==> src/rtl/pe_pass_sequencer_if.sv <==
// Control bundle between the PE pass sequencer, its host config port and the conv datapath.
// master: sequencer side; slave: host/datapath side.
interface pe_pass_sequencer_if #(
  parameter int unsigned FILT_ADDR_LEN = 4,
  parameter int unsigned IF_ADDR_LEN   = 5,
  parameter int unsigned WIN_CNT_W     = 8
);
  logic                     start;
  logic [FILT_ADDR_LEN-1:0] cfg_filt_len;
  logic [IF_ADDR_LEN-1:0]   cfg_stride;
  logic                     cfg_two_filt;
  logic                     mac_fire;
  logic                     psum_done;
  logic                     full_done;
  logic                     psum_in_valid;

  logic [FILT_ADDR_LEN-1:0] filt_len;
  logic [IF_ADDR_LEN-1:0]   stride_len;
  logic                     IF_read_start;
  logic                     filter_read_start;
  logic                     start_rd_gen;
  logic                     regs_clr;
  logic                     reset_Filter;
  logic                     usage_stride_pos_ld;
  logic                     filter_mux_sel;
  logic                     reset_accumulation;
  logic                     accumulate_input_psum;
  logic [WIN_CNT_W-1:0]     win_count;
  logic                     busy;
  logic                     done;

  modport master (
    input  start, cfg_filt_len, cfg_stride, cfg_two_filt,
    input  mac_fire, psum_done, full_done, psum_in_valid,
    output filt_len, stride_len, IF_read_start, filter_read_start,
    output start_rd_gen, regs_clr, reset_Filter, usage_stride_pos_ld,
    output filter_mux_sel, reset_accumulation, accumulate_input_psum,
    output win_count, busy, done
  );

  modport slave (
    output start, cfg_filt_len, cfg_stride, cfg_two_filt,
    output mac_fire, psum_done, full_done, psum_in_valid,
    input  filt_len, stride_len, IF_read_start, filter_read_start,
    input  start_rd_gen, regs_clr, reset_Filter, usage_stride_pos_ld,
    input  filter_mux_sel, reset_accumulation, accumulate_input_psum,
    input  win_count, busy, done
  );
endinterface

==> src/rtl/pe_pass_sequencer.sv <==
// PE convolution pass sequencer: runs one or two filter passes over an IF row and drives datapath controls.
// Optional PSUM_CHAIN_EN: first MAC of each window may add an external partial sum.
module pe_pass_sequencer #(
  parameter int unsigned FILT_ADDR_LEN = 4,
  parameter int unsigned IF_ADDR_LEN   = 5,
  parameter int unsigned WIN_CNT_W     = 8
) (
  input logic                 clk,
  input logic                 rst,
  pe_pass_sequencer_if.master bus
);

  typedef enum logic [2:0] {
    S_IDLE,
    S_CLR,
    S_RUN0,
    S_SWITCH,
    S_RUN1,
    S_FIN
  } state_t;

  state_t r_state;
  state_t w_state_nxt;

  logic                     w_cfg_ld;
  logic                     w_in_run;
  logic                     w_run_entry;

  logic [FILT_ADDR_LEN-1:0] r_filt_len;
  logic [IF_ADDR_LEN-1:0]   r_stride_len;
  logic                     r_two_filt;
  logic [WIN_CNT_W-1:0]     r_win_count;
  logic                     r_first_mac;

  logic r_if_read_start;
  logic r_filter_read_start;
  logic r_start_rd_gen;
  logic r_regs_clr;
  logic r_reset_filter;
  logic r_usage_stride_pos_ld;
  logic r_filter_mux_sel;
  logic r_busy;
  logic r_done;

  logic w_if_read_start_nxt;
  logic w_filter_read_start_nxt;
  logic w_start_rd_gen_nxt;
  logic w_regs_clr_nxt;
  logic w_reset_filter_nxt;
  logic w_usage_stride_pos_ld_nxt;
  logic w_filter_mux_sel_nxt;
  logic w_busy_nxt;
  logic w_done_nxt;
  logic w_acc_input_psum;

  always_ff @(posedge clk) begin
    if (rst) begin
      r_state <= S_IDLE;
    end else begin
      r_state <= w_state_nxt;
    end
  end

  // Registered outputs are decoded from the next state so each pulse lines up with its state cycle.
  always_comb begin
    w_state_nxt = r_state;
    w_cfg_ld    = 1'b0;
    case (r_state)
      S_IDLE: begin
        if (bus.start && (bus.cfg_filt_len != '0)) begin
          w_state_nxt = S_CLR;
          w_cfg_ld    = 1'b1;
        end
      end
      S_CLR:    w_state_nxt = S_RUN0;
      S_RUN0: begin
        if (bus.full_done) begin
          w_state_nxt = r_two_filt ? S_SWITCH : S_FIN;
        end
      end
      S_SWITCH: w_state_nxt = S_RUN1;
      S_RUN1: begin
        if (bus.full_done) begin
          w_state_nxt = S_FIN;
        end
      end
      S_FIN:    w_state_nxt = S_IDLE;
      default:  w_state_nxt = S_IDLE;
    endcase

    w_in_run    = (r_state == S_RUN0) || (r_state == S_RUN1);
    w_run_entry = ((w_state_nxt == S_RUN0) && (r_state != S_RUN0)) ||
                  ((w_state_nxt == S_RUN1) && (r_state != S_RUN1));

    w_regs_clr_nxt            = (w_state_nxt == S_CLR);
    w_if_read_start_nxt       = (w_state_nxt == S_CLR);
    w_filter_read_start_nxt   = (w_state_nxt == S_CLR);
    w_reset_filter_nxt        = (w_state_nxt == S_CLR) || (w_state_nxt == S_SWITCH);
    w_usage_stride_pos_ld_nxt = (w_state_nxt == S_SWITCH);
    w_start_rd_gen_nxt        = w_run_entry;
    w_filter_mux_sel_nxt      = (w_state_nxt == S_RUN1);
    w_busy_nxt                = (w_state_nxt != S_IDLE);
    w_done_nxt                = (w_state_nxt == S_FIN);
  end

  always_ff @(posedge clk) begin
    if (rst) begin
      r_filt_len            <= '0;
      r_stride_len          <= '0;
      r_two_filt            <= 1'b0;
      r_win_count           <= '0;
      r_first_mac           <= 1'b0;
      r_if_read_start       <= 1'b0;
      r_filter_read_start   <= 1'b0;
      r_start_rd_gen        <= 1'b0;
      r_regs_clr            <= 1'b0;
      r_reset_filter        <= 1'b0;
      r_usage_stride_pos_ld <= 1'b0;
      r_filter_mux_sel      <= 1'b0;
      r_busy                <= 1'b0;
      r_done                <= 1'b0;
    end else begin
      if (w_cfg_ld) begin
        r_filt_len   <= bus.cfg_filt_len;
        r_stride_len <= bus.cfg_stride;
        r_two_filt   <= bus.cfg_two_filt;
      end

      if (w_cfg_ld) begin
        r_win_count <= '0;
      end else if (w_in_run && bus.psum_done) begin
        r_win_count <= r_win_count + WIN_CNT_W'(1);
      end

      // A window boundary re-arms first_mac even if a MAC fires in the same cycle.
      if (w_run_entry || (w_in_run && bus.psum_done)) begin
        r_first_mac <= 1'b1;
      end else if (w_in_run && bus.mac_fire) begin
        r_first_mac <= 1'b0;
      end

      r_if_read_start       <= w_if_read_start_nxt;
      r_filter_read_start   <= w_filter_read_start_nxt;
      r_start_rd_gen        <= w_start_rd_gen_nxt;
      r_regs_clr            <= w_regs_clr_nxt;
      r_reset_filter        <= w_reset_filter_nxt;
      r_usage_stride_pos_ld <= w_usage_stride_pos_ld_nxt;
      r_filter_mux_sel      <= w_filter_mux_sel_nxt;
      r_busy                <= w_busy_nxt;
      r_done                <= w_done_nxt;
    end
  end

`ifdef PSUM_CHAIN_EN
  assign w_acc_input_psum = r_first_mac && bus.psum_in_valid && w_in_run;
`else
  logic w_unused_psum_in_valid;
  assign w_unused_psum_in_valid = bus.psum_in_valid;
  assign w_acc_input_psum       = 1'b0;
`endif

  assign bus.reset_accumulation    = r_busy && (!r_first_mac || w_acc_input_psum);
  assign bus.accumulate_input_psum = w_acc_input_psum;

  assign bus.filt_len            = r_filt_len;
  assign bus.stride_len          = r_stride_len;
  assign bus.IF_read_start       = r_if_read_start;
  assign bus.filter_read_start   = r_filter_read_start;
  assign bus.start_rd_gen        = r_start_rd_gen;
  assign bus.regs_clr            = r_regs_clr;
  assign bus.reset_Filter        = r_reset_filter;
  assign bus.usage_stride_pos_ld = r_usage_stride_pos_ld;
  assign bus.filter_mux_sel      = r_filter_mux_sel;
  assign bus.win_count           = r_win_count;
  assign bus.busy                = r_busy;
  assign bus.done                = r_done;

endmodule

==> src/flat_wrapper.sv <==
// flat-port wrapper written by rule: the top's interface ports become plain ports
module pe_pass_sequencer_flat 
#(
  parameter int unsigned FILT_ADDR_LEN = 4,
  parameter int unsigned IF_ADDR_LEN   = 5,
  parameter int unsigned WIN_CNT_W     = 8
)
  (clk, rst, bus_start, bus_cfg_filt_len, bus_cfg_stride, bus_cfg_two_filt, bus_mac_fire, bus_psum_done, bus_full_done, bus_psum_in_valid, bus_filt_len, bus_stride_len, bus_IF_read_start, bus_filter_read_start, bus_start_rd_gen, bus_regs_clr, bus_reset_Filter, bus_usage_stride_pos_ld, bus_filter_mux_sel, bus_reset_accumulation, bus_accumulate_input_psum, bus_win_count, bus_busy, bus_done);
  pe_pass_sequencer_if #(.FILT_ADDR_LEN(FILT_ADDR_LEN), .IF_ADDR_LEN(IF_ADDR_LEN), .WIN_CNT_W(WIN_CNT_W)) bus_i ();
  input logic clk;
  input logic rst;
  input wire logic [$bits(bus_i.start)-1:0] bus_start;
  input wire logic [$bits(bus_i.cfg_filt_len)-1:0] bus_cfg_filt_len;
  input wire logic [$bits(bus_i.cfg_stride)-1:0] bus_cfg_stride;
  input wire logic [$bits(bus_i.cfg_two_filt)-1:0] bus_cfg_two_filt;
  input wire logic [$bits(bus_i.mac_fire)-1:0] bus_mac_fire;
  input wire logic [$bits(bus_i.psum_done)-1:0] bus_psum_done;
  input wire logic [$bits(bus_i.full_done)-1:0] bus_full_done;
  input wire logic [$bits(bus_i.psum_in_valid)-1:0] bus_psum_in_valid;
  output wire logic [$bits(bus_i.filt_len)-1:0] bus_filt_len;
  output wire logic [$bits(bus_i.stride_len)-1:0] bus_stride_len;
  output wire logic [$bits(bus_i.IF_read_start)-1:0] bus_IF_read_start;
  output wire logic [$bits(bus_i.filter_read_start)-1:0] bus_filter_read_start;
  output wire logic [$bits(bus_i.start_rd_gen)-1:0] bus_start_rd_gen;
  output wire logic [$bits(bus_i.regs_clr)-1:0] bus_regs_clr;
  output wire logic [$bits(bus_i.reset_Filter)-1:0] bus_reset_Filter;
  output wire logic [$bits(bus_i.usage_stride_pos_ld)-1:0] bus_usage_stride_pos_ld;
  output wire logic [$bits(bus_i.filter_mux_sel)-1:0] bus_filter_mux_sel;
  output wire logic [$bits(bus_i.reset_accumulation)-1:0] bus_reset_accumulation;
  output wire logic [$bits(bus_i.accumulate_input_psum)-1:0] bus_accumulate_input_psum;
  output wire logic [$bits(bus_i.win_count)-1:0] bus_win_count;
  output wire logic [$bits(bus_i.busy)-1:0] bus_busy;
  output wire logic [$bits(bus_i.done)-1:0] bus_done;
  assign bus_i.start = bus_start;
  assign bus_i.cfg_filt_len = bus_cfg_filt_len;
  assign bus_i.cfg_stride = bus_cfg_stride;
  assign bus_i.cfg_two_filt = bus_cfg_two_filt;
  assign bus_i.mac_fire = bus_mac_fire;
  assign bus_i.psum_done = bus_psum_done;
  assign bus_i.full_done = bus_full_done;
  assign bus_i.psum_in_valid = bus_psum_in_valid;
  assign bus_filt_len = bus_i.filt_len;
  assign bus_stride_len = bus_i.stride_len;
  assign bus_IF_read_start = bus_i.IF_read_start;
  assign bus_filter_read_start = bus_i.filter_read_start;
  assign bus_start_rd_gen = bus_i.start_rd_gen;
  assign bus_regs_clr = bus_i.regs_clr;
  assign bus_reset_Filter = bus_i.reset_Filter;
  assign bus_usage_stride_pos_ld = bus_i.usage_stride_pos_ld;
  assign bus_filter_mux_sel = bus_i.filter_mux_sel;
  assign bus_reset_accumulation = bus_i.reset_accumulation;
  assign bus_accumulate_input_psum = bus_i.accumulate_input_psum;
  assign bus_win_count = bus_i.win_count;
  assign bus_busy = bus_i.busy;
  assign bus_done = bus_i.done;
  pe_pass_sequencer #(.FILT_ADDR_LEN(FILT_ADDR_LEN), .IF_ADDR_LEN(IF_ADDR_LEN), .WIN_CNT_W(WIN_CNT_W)) u_core (.clk(clk), .rst(rst), .bus(bus_i));
endmodule
==> config.mk <==
export PLATFORM = sky130hd
export DESIGN_NAME = pe_pass_sequencer_flat
export DESIGN_NICKNAME = d
export VERILOG_FILES = /design/src/rtl/pe_pass_sequencer_if.sv /design/src/rtl/pe_pass_sequencer.sv /design/src/flat_wrapper.sv
export SDC_FILE = /design/constraint.sdc
export NUM_CORES = 1
export LEC_CHECK = 0
export BUFFER_PORTS_ARGS = -buffer_cell sky130_fd_sc_hd__buf_4
export CAP_MARGIN = 20
export CORE_MARGIN = 2
export CORE_UTILIZATION = 48
export CTS_CLUSTER_SIZE = 30
export DETAILED_ROUTE_END_ITERATION = 7
export PLACE_DENSITY = 0.78
export SETUP_SLACK_MARGIN = 0.4
export SYNTH_ARGS = -nofsm -noshare
export SYNTH_HDL_FRONTEND = slang
export SYNTH_SLANG_ARGS = --single-unit
==> constraint.sdc <==
create_clock -name clk -period 2.2 [get_ports clk]
set_clock_uncertainty 0.15 [all_clocks]
set_input_delay 0 -clock clk [delete_from_list [all_inputs] [get_ports clk]]
set_output_delay 0 -clock clk [all_outputs]
set_load 0.02 [all_outputs]
==> run_results.csv, run 1 <==
group,metric,value,unit
outcome,outcome,"complete, no violations",
synth,syn_nets,139,
detailed_routing,drt-vias-per-instance,4.971,
synth,synthFlopType,"dfxtp_1",
synth,syn_area,1261,um2
clock_tree,cts_max_path_buffers,2,
timing,setup_tns,0,ns
setup_path,crit_arrival,1.81,ns
flow_run,max_cap_viol_count,0,
cells_and_area,fillers,192,
synth,ys_seq_elements,29,
detailed_routing,detail_route.wl_per_cell,12.50,um
clock_tree,cts_tree,"built",
global_routing,grt_max_degree,21,
detailed_routing,drt_iter0_drc,14,
cells_and_area,fin_util,71.82,%
setup_path,path_cells,"or4b_4 -> nor2_8 -> buf_6 -> nor2_1 -> a22o_1",
synth,synth_cell_types,37,
place,hpwl,1804,um
global_routing,grt.overflow.total,0,
cells_and_area,drive_gt1_share,39.44,%
global_routing,grt_pass1_vias,985,
detailed_routing,ant_nets,0,
setup_path,cp-end-kind,"register",
timing,period_share,79.42,%
die,die-height,55.26,um
timing,slew_violations,0,
pwr,powerDensity,666.6,nW/um2
detailed_routing,num_vias,1044,
global_routing,grt_first_pass_wirelength,4243,um
synth,netlist_instances,121,
cells_and_area,antennaDiodeCount,0,
die,std_cell_rows,18,
timing,finalHoldViolCount,0,
hold_path,worstHoldPathType,"in -> reg",
detailed_routing,route.detailed.drc,0,
setup_path,crit_type,"reg -> reg",
detailed_routing,totalWireLength,2626,um
cells_and_area,final_net_count,197,
die,die_w,55.26,um
synth,synth_edf_count,0,
setup_path,critPathSlowestCell,"or4b_4",
setup_path,slowest_delay,0.58,ns
pwr,p_leak,0.7500,nW
setup_path,required,2.26,ns
clock_tree,cts_root_buf,"clkbuf_4",
synth,ys.warnings.count,0,
clock_tree,htreeDepth,2,
global_routing,track_usage,17.64,%
timing,max_freq,572.3,MHz
clock_tree,cts_buffers,5,
die,die_area,3054,um2
place,place.gp.congestion,0.7179,
global_routing,antenna_found_initial,0,
setup_path,crit_fanout,8,
timing,period_needed,1.747,ns
setup_path,cp_top_family,"simple AND/OR/NAND/NOR gates",
synth,avgSynthCellArea,10.42,um2
timing,rsz0062_at_grt,"no",
die,io_pins,45,
place,io_buffers,42,
detailed_routing,dr.pass1.iters,4,
cells_and_area,ff_latch_area,583.1,um2
setup_path,start_kind,"register",
timing,finalSetupViolations,0,
synth,synth-seq-area-share,46.03,%
setup_path,crit_buf_inv,1,
pwr,ir_worst_vdd,508.7,uV
die,start_util,50.91,%
clock_tree,clkSinkCount,29,
cells_and_area,multi_input_area,623.1,um2
clock_tree,clkSlewWorstSetupHoldPaths,0.09,ns
cells_and_area,syn_to_final_growth,41.07,%
die,core,2477,um2
synth,async_flop_share,0,%
clock_tree,clock_latency,0.32,ns
==> worst paths after layout <==
check,startpoint,end,slack [ns],cells past startpoint
hold / removal,bus_psum_done,u_core.bus.win_count[3],0.17,6
setup reg to reg,u_core.r_state[0],u_core.bus.filt_len[3],0.45,5
setup / recovery,u_core.r_state[0],u_core.bus.filt_len[3],0.45,5
hold reg to reg,u_core.bus.filt_len[0],u_core.bus.filt_len[0],0.35,1
==> logic make-up (layout without fill, tap and decap cells) <==
family | count (synthesis) | count (layout) | share of synthesized area [%]
buffers and inverters | 10 | 69 | 5.655
adders and majority gates | 1 | 1 | 0.9919
and+or+nand+nor | 52 | 52 | 27.18
other | 1 | 1 | 0.2973
DFF | 29 | 29 | 46.03
muxes | 6 | 6 | 4.762
AOI/OAI and AO/OA | 14 | 14 | 8.929
xor gates and xnor gates | 8 | 8 | 6.151
==> report_power, final <==
group          total [W]  switching (W)  internal, W
Sequential      0.000587      0.0000257     0.000562
Clock           0.000295       0.000168     0.000127
Combinational   0.000303       0.000158     0.000145
==> through the flow <==
stage / setup WS [ns] / hold slack, ns / cell area [um2] / total power (W) / std cells
6_report: 0.4527 / 0.1687 / 1779 / 0.001186 / 210
5_1_grt: 0.4096 / 0.1677 / 1779 / 0.001243 / 210
4_1_cts: 0.4067 / 0.08575 / 1759 / 0.001188 / 209
3_5_place_dp: 0.3062 / 0.09879 / 1573 / 0.0008708 / 188
3_3_place_gp: 0.3424 / 0.08434 / 1573 / 0.0008635 / 188
2_1_floorplan: 0.4297 / -0.01716 / 1261 / 0.0007818 / 121
==> tightest hold or removal path: stages <==
cell and delay, ns:
buf_4 0.10, nor2b_1 0.12, buf_4 0.15, nand4_1 0.10, xor2_1 0.07, nor2_2 0.07
==> placed cells by master, fill, tap and decap left out, drive strengths merged <==
cell type    netlist  routed
a21oi              5       5
a22o               4       4
a31oi              1       1
and2               4       4
and3               1       1
and4               2       2
buf                6      46
clkbuf             2       8
conb               1       1
dfxtp             29      29
dlygate4sd3        0      13
ha                 1       1
inv                2       2
mux2i              6       6
nand2              2       2
nand3              3       3
nand4              4       4
nor2              21      21
nor2b              3       3
nor3               5       5
nor3b              2       2
nor4               2       2
o21ai              2       2
o2bb2ai            1       1
o31a               1       1
or2                1       1
or3                1       1
or4b               1       1
xnor2              3       3
xor2               5       5
==> Yosys cell counts, types with 2 or more instances <==
| cell | count | area, um2 |
|---|---|---|
| nand3_1 | 3 | 15.01 |
| a21oi_1 | 4 | 20.02 |
| nor2_2 | 7 | 43.79 |
| mux2i_1 | 6 | 60.06 |
| and2_1 | 4 | 25.02 |
| nor3_1 | 3 | 15.01 |
| nand4_1 | 4 | 25.02 |
| dfxtp_1 | 29 | 580.6 |
| buf_6 | 3 | 33.78 |
| o21ai_0 | 2 | 10.01 |
| xnor2_1 | 3 | 26.28 |
| nand2_1 | 2 | 7.510 |
| inv_1 | 2 | 7.510 |
| nor2_1 | 13 | 48.80 |
| clkbuf_1 | 2 | 7.510 |
| buf_4 | 3 | 22.52 |
| and4_1 | 2 | 17.52 |
| nor2b_1 | 3 | 18.77 |
| a22o_1 | 4 | 35.03 |
| nor3_2 | 2 | 20.02 |
| xor2_1 | 4 | 35.03 |
==> per-layer routing <==
metal  track usage (%)  part of all wire, %  routed length, um  vias to the layer above
met5                 0                    0                  0                        -
met4             6.272                 0.57                 15                        0
met3             7.260                  6.5                172                        2
met2             30.27                   51               1351                       35
met1             19.50                   41               1087                      475
li1                  -                    -                  -                      532
==> cell type report <==
class / instances / share of cell area [%]
flip-flops and latches: 29 / 32.77
clock buffers: 8 / 2.743
inverters: 2 / 0.4219
well taps: 30 / 2.110
repair buffers: 59 / 26.93
multi-input cells: 82 / 35.02
==> sequential cells by signal, indices dropped and copies added (netlist names) <==
| register | cells |
|---|---|
| u_core.bus.IF_read_start | 1 |
| u_core.bus.busy | 1 |
| u_core.bus.done | 1 |
| u_core.bus.filt_len | 4 |
| u_core.bus.filter_mux_sel | 1 |
| u_core.bus.reset_Filter | 1 |
| u_core.bus.start_rd_gen | 1 |
| u_core.bus.stride_len | 5 |
| u_core.bus.usage_stride_pos_ld | 1 |
| u_core.bus.win_count | 8 |
| u_core.r_first_mac | 1 |
| u_core.r_state | 3 |
| u_core.r_two_filt | 1 |
==> repair_timing <==
item	4_1_cts	5_1_grt
buffers inserted	0	1
resized for setup	3	2
endpoints found under the hold margin	21	0
setup endpoints to repair	17	10
pin swaps	1	2
hold buffers	13	0
Power figures use the tool's default switching activity.
==> run 2: changes to the inputs <==
--- a/config.mk
+++ b/config.mk
@@ -8,10 +8,10 @@
 export BUFFER_PORTS_ARGS = -buffer_cell sky130_fd_sc_hd__buf_4
 export CAP_MARGIN = 20
 export CORE_MARGIN = 2
-export CORE_UTILIZATION = 48
+export CORE_UTILIZATION = 43
 export CTS_CLUSTER_SIZE = 30
 export DETAILED_ROUTE_END_ITERATION = 7
-export PLACE_DENSITY = 0.78
+export PLACE_DENSITY = 0.73
 export SETUP_SLACK_MARGIN = 0.4
 export SYNTH_ARGS = -nofsm -noshare
 export SYNTH_HDL_FRONTEND = slang
==> constraint.sdc (replaced) <==
create_clock -name clk -period 1.45 [get_ports clk]
set_clock_uncertainty 0.15 [all_clocks]
set_input_delay 0 -clock clk [delete_from_list [all_inputs] [get_ports clk]]
set_output_delay 0 -clock clk [all_outputs]
set_load 0.02 [all_outputs]
==> run 2 against run 1 <==
Net effect: the flow now finishes with violations (hold timing, setup timing); die area rose by 11%; highest routed layer unchanged; sequential power grew 50%; critical path depth did not move; core utilization down 0.47 points; total power is 63% higher; design area increased by 12%; global-route usage rose by 1.5 points; clock power up 61%; largest cell class unchanged; worst hold slack worse by 0.31 ns; first-iteration DRC count unchanged; via count up 5.3%; setup slack got worse by 0.71 ns.
==> run_results.csv, run 2 (same netlist as run 1, synthesis figures left out) <==
group,metric,value,unit
pwr,clkPwrFrac,24.7,%
timing,finalHoldViolCount,17,
place,hpwl,2000,um
setup_path,crit_arrival,1.76,ns
detailed_routing,ant_nets,0,
setup_path,critPathSlowestCell,"or4b_4",
global_routing,grt_max_degree,21,
pwr,switchingPower,0.0005567,W
pwr,cell_internal_pwr,0.001372,W
clock_tree,htreeDepth,2,
clock_tree,clkSlewWorstSetupHoldPaths,0.08,ns
detailed_routing,dr.pass1.iters,4,
global_routing,grt_pass1_vias,1107,
setup_path,ff2ff_path_depth,5,
detailed_routing,route.detailed.drc,0,
clock_tree,holdBufCountCts,10,
hold_path,min_from,"rst",
die,io_pins,45,
cells_and_area,drive_gt1_share,53.13,%
cells_and_area,syn_to_final_growth,57.34,%
detailed_routing,drt_iter0_drc,14,
place,place.gp.congestion,0.7533,
hold_path,worstHoldPathType,"in -> reg",
die,die_w,58.16,um
setup_path,cp-end-kind,"register",
setup_path,path_cells,"or4b_4 -> nor2_8 -> buf_12 -> mux2i_1 -> nor2_1",
timing,period_needed,1.709,ns
outcome,outcome,"finished with violations",
detailed_routing,num_vias,1099,
cells_and_area,fillers,212,
detailed_routing,drt-vias-per-instance,4.928,
clock_tree,cts_max_path_buffers,2,
cells_and_area,final_cell_mix,"buf_4, dfxtp_1, nor2_1, dlygate4sd3_1",
setup_path,rr_endpoint,"u_core.bus.stride_len[1]",
pwr,power_frac_comb,29.5,%
clock_tree,cts_tree,"built",
detailed_routing,detail_route.wl_per_cell,12.63,um
clock_tree,clock_latency,0.32,ns
clock_tree,clkSinkCount,29,
timing,worst_slack,-0.2592,ns
hold_path,min_to,"u_core.bus.stride_len[3]",
flow_run,max_cap_viol_count,0,
timing,holdWs,-0.1453,ns
cells_and_area,layout_commonest_cell,"buf_4",
timing,slew_violations,0,
setup_path,crit_fanout,6,
die,std_cell_rows,19,
setup_path,rrSetupSlack,-0.26,ns
timing,max_freq,585.1,MHz
pwr,ir_worst_vdd,918.6,uV
clock_tree,cts_buffers,5,
setup_path,start_kind,"register",
pwr,powerDensity,971.8,nW/um2
die,start_util,45.34,%
pwr,switching_share,28.87,%
cells_and_area,final_net_count,210,
cells_and_area,antennaDiodeCount,0,
global_routing,grt.overflow.total,0,
cells_and_area,largest_register_ffs,8,
timing,finalSetupViolations,27,
detailed_routing,totalWireLength,2816,um
pwr,seqPwrFrac,45.8,%
place,io_buffers,42,
die,core,2781,um2
global_routing,grt_first_pass_wirelength,4788,um
setup_path,rr_startpoint,"u_core.r_state[0]",
die,die_area,3382,um2
timing,period_share,117.9,%
setup_path,crit_type,"reg -> reg",
outcome,violations,"hold timing, setup timing",
cells_and_area,fin_util,71.35,%
setup_path,required,1.50,ns
global_routing,track_usage,19.10,%
clock_tree,cts_root_buf,"clkbuf_4",
global_routing,antenna_found_initial,0,
pwr,p_leak,0.8542,nW
timing,rsz0062_at_grt,"yes",
setup_path,slowest_delay,0.57,ns
die,die-height,58.16,um
hold_path,whs_path_depth,2,
run 2: cell types whose count changed in the layout (fill, tap and decap cells not counted), sizes merged:
cell,change
buf,+16
clkbuf,-1
dlygate4sd3,-3
run 2: power by group through the flow:
stage          registers, W  clock network (W)  logic (W)
2_1_floorplan      0.000946                  0   0.000239
3_3_place_gp       0.000897                  0   0.000484
3_5_place_dp       0.000898                  0   0.000495
4_1_cts            0.000884           0.000500   0.000562
5_1_grt            0.000891           0.000540   0.000609
6_report           0.000883           0.000476   0.000569
run 2: layout make-up:
cell class                      instances  area (um2)  share of cell area [%]
Sequential cell                        29       591.8                   29.82
Timing Repair Buffer                   72       636.9                   32.09
Tap cell                               31       38.79                   1.955
Inverter                                2       12.51                  0.6305
Clock buffer                            7       55.05                   2.774
Multi-Input combinational cell         82       649.4                   32.72
run 2: worst max-delay path by stage:
| stage | start | slack, ns | end |
|---|---|---|---|
| 6_report | u_core.r_state[0] | -0.26 | u_core.bus.stride_len[1] |
| 3_3_place_gp | u_core.r_state[0] | -0.18 | u_core.bus.filt_len[0] |
| 3_5_place_dp | u_core.r_state[0] | -0.27 | u_core.bus.stride_len[1] |
| 5_1_grt | u_core.r_state[0] | -0.33 | u_core.bus.stride_len[1] |
| 4_1_cts | u_core.r_state[0] | -0.27 | u_core.bus.stride_len[1] |
| 2_1_floorplan | u_core.r_state[0] | -0.29 | u_core.bus.win_count[2] |
run 2: what timing repair did:
item | 4_1_cts | 5_1_grt
resized for setup | 26 | 3
pin swaps | 6 | 5
endpoints found under the hold margin | 21 | 17
gates cloned | 0 | 0
setup buffers | 5 | 0
endpoints found under the setup margin | 35 | 34
run 2: per-layer routing:
metal	track usage, %	wire length [um]	vias up
met2	34.09	1430	38
li1	-	-	554
met4	6.977	46	0
met3	7.813	186	6
met1	20.03	1152	501
met5	0	0	-
run 2: worst max-delay path: cells and delay by family, from the launching register on:
kind,cells,cell delay (ns)
DFF,1,0.33
buffers and inverters,1,0.13
muxes,1,0.20
and+or+nand+nor,3,0.79
run 2: per-stage QoR:
step	total power, W	instances	TNS [ns]	cell area, um2	worst slack, ns
6_report	0.001928	223	-4.972	1984	-0.2592
4_1_cts	0.001946	223	-5.204	1973	-0.2714
2_1_floorplan	0.001185	121	-6.165	1265	-0.2942
3_3_place_gp	0.001381	201	-3.854	1705	-0.1784
3_5_place_dp	0.001394	201	-4.883	1705	-0.2675
5_1_grt	0.002041	223	-7.060	1984	-0.3250
==> run 3: changes to the inputs <==
--- a/config.mk
+++ b/config.mk
@@ -5,13 +5,13 @@
 export SDC_FILE = /design/constraint.sdc
 export NUM_CORES = 1
 export LEC_CHECK = 0
-export BUFFER_PORTS_ARGS = -buffer_cell sky130_fd_sc_hd__buf_4
 export CAP_MARGIN = 20
 export CORE_MARGIN = 2
-export CORE_UTILIZATION = 43
+export CORE_UTILIZATION = 54
 export CTS_CLUSTER_SIZE = 30
 export DETAILED_ROUTE_END_ITERATION = 7
-export PLACE_DENSITY = 0.73
+export DONT_BUFFER_PORTS = 1
+export PLACE_DENSITY = 0.72
 export SETUP_SLACK_MARGIN = 0.4
 export SYNTH_ARGS = -nofsm -noshare
 export SYNTH_HDL_FRONTEND = slang
==> run 3 against run 2 <==
Net effect: the run still ends with hold timing, setup timing left; register-to-register slack barely moved; die area shrank 19%; combinational power decreased by 30%; worst hold slack got worse by 0.28 ns; total power decreased by 6.2%; sequential power increased by 7.4%; count of clock-buffer cells in the layout down 2; design area down 17%.
==> run_results.csv, run 3 (same netlist as run 1, synthesis figures left out) <==
group,metric,value,unit
cells_and_area,antennaDiodeCount,0,
setup_path,required,1.53,ns
global_routing,grt.overflow.total,0,
die,std_cell_rows,17,
setup_path,start_kind,"register",
place,placedCellCount,158,
pwr,p_leak,0.6341,nW
cells_and_area,drive_gt1_share,44.22,%
timing,max_freq,585.2,MHz
cells_and_area,layout_commonest_cell,"dfxtp_1",
timing,holdWs,-0.4257,ns
timing,worst_slack,-0.2587,ns
flow_run,max_cap_viol_count,0,
pwr,ir_worst_vdd,881.4,uV
global_routing,grt_first_pass_wirelength,4036,um
timing,finalSetupViolations,27,
timing,finalHoldViolCount,29,
hold_path,worstHoldPathType,"in -> reg",
clock_tree,clkSlewWorstSetupHoldPaths,0.10,ns
clock_tree,htreeDepth,2,
cells_and_area,final_net_count,164,
detailed_routing,route.detailed.drc,0,
cells_and_area,fin_util,74.21,%
place,hpwl,1815,um
pwr,total_power,0.001809,W
timing,setup_tns,-5.360,ns
die,die_w,52.33,um
clock_tree,cts_tree,"built",
detailed_routing,totalWireLength,2543,um
clock_tree,clkSinkCount,29,
cells_and_area,syn_to_final_growth,30.16,%
detailed_routing,detail_route.wl_per_cell,14.53,um
setup_path,rrSetupSlack,-0.26,ns
timing,period_share,117.8,%
cells_and_area,fillers,166,
global_routing,grt_max_degree,21,
timing,slew_violations,0,
cells_and_area,fin_cells,175,
clock_tree,cts_buffers,5,
place,place.gp.congestion,0.7959,
cells_and_area,multi_input_area,684.4,um2
cells_and_area,largest_register_ffs,8,
die,die_area,2738,um2
setup_path,crit_fanout,6,
die,io_pins,45,
global_routing,antenna_found_initial,0,
detailed_routing,num_vias,957,
detailed_routing,dr.pass1.iters,6,
setup_path,cp-end-kind,"register",
setup_path,slowest_delay,0.58,ns
die,core,2212,um2
detailed_routing,drt-vias-per-instance,5.469,
die,start_util,57.01,%
setup_path,path_cells,"or4b_4 -> nor2_8 -> buf_12 -> mux2i_2 -> nor2_1",
setup_path,crit_arrival,1.79,ns
setup_path,ff2ff_path_depth,5,
global_routing,grt_pass1_vias,942,
detailed_routing,ant_nets,0,
clock_tree,clock_latency,0.33,ns
outcome,outcome,"finished with violations",
hold_path,min_from,"rst",
die,die-height,52.33,um
outcome,violations,"hold timing, setup timing",
place,preCtsSetupSlack,-0.2208,ns
detailed_routing,drt_iter0_drc,9,
setup_path,crit_type,"reg -> reg",
cells_and_area,final_cell_mix,"dfxtp_1, buf_4, nor2_1",
pwr,powerDensity,1102,nW/um2
hold_path,whs_path_depth,1,
timing,rsz0062_at_grt,"yes",
place,io_buffers,0,
cells_and_area,ff_latch_area,590.6,um2
global_routing,track_usage,20.64,%
clock_tree,cts_root_buf,"clkbuf_4",
timing,period_needed,1.709,ns
setup_path,cp-startpoint,"u_core.r_state[0]",
setup_path,critPathSlowestCell,"or4b_4",
clock_tree,cts_max_path_buffers,2,
setup_path,rr_startpoint,"u_core.r_state[0]",
==> run 3: cell count changes in the layout (fill, tap and decap cells not counted), sizes merged <==
cell         change
dlygate4sd3      -6
clkinv           +2
clkinvlp         +1
clkbuf           -2
buf             -40
==> run 3: layout make-up <==
type	instances	share of cell area, %
Sequential cell	29	35.98
Inverter	2	0.9146
Tap cell	28	2.134
Timing Repair Buffer	26	15.93
Multi-Input combinational cell	82	41.69
Clock inverter	3	1.067
Clock buffer	5	2.287
==> run 3: worst paths after layout <==
path / to
worst min register to register: u_core.r_two_filt
worst max-delay path: u_core.bus.stride_len[4]
worst min-delay path: u_core.r_state[1]
worst max register to register: u_core.bus.stride_len[4]
==> run 3: timing repair <==
action	in CTS	in global routing
hold endpoints to repair	29	29
setup endpoints to repair	34	31
pin swaps	3	5
gates resized for setup	15	16
hold buffers	2	2
setup buffers	0	5
==> run 3: layer usage <==
metal | track usage, % | vias up | share of wire, % | routed length (um)
met5 | 0 | - | 0 | 0
met4 | 9.402 | 0 | 1.5 | 39
met3 | 10.86 | 6 | 10 | 254
met2 | 35.21 | 44 | 50 | 1261
met1 | 20.50 | 443 | 39 | 988
li1 | - | 464 | - | -
==> run 3: critical path, delay by kind of cell (launching register included) <==
kind / cells / cell delay (ns)
buffers and inverters: 1 / 0.14
flip-flops: 1 / 0.32
multiplexers: 1 / 0.20
AND/OR/NAND/NOR: 3 / 0.79
==> run 3: power by group <==
group,internal [W],switching [W],total (W)
Combinational,0.000205,0.000193,0.000399
Sequential,0.000855,0.0000931,0.000948
Clock,0.000182,0.000280,0.000462
Total,0.00124,0.000566,0.00181
==> run 3: stage by stage <==
stage | cell area [um2] | hold slack, ns
after global placement | 1401 | -0.07919
after global routing | 1642 | -0.4569
after detailed placement | 1401 | -0.07541
final | 1642 | -0.4257
after floorplan | 1265 | -0.01716
after CTS | 1516 | -0.4303
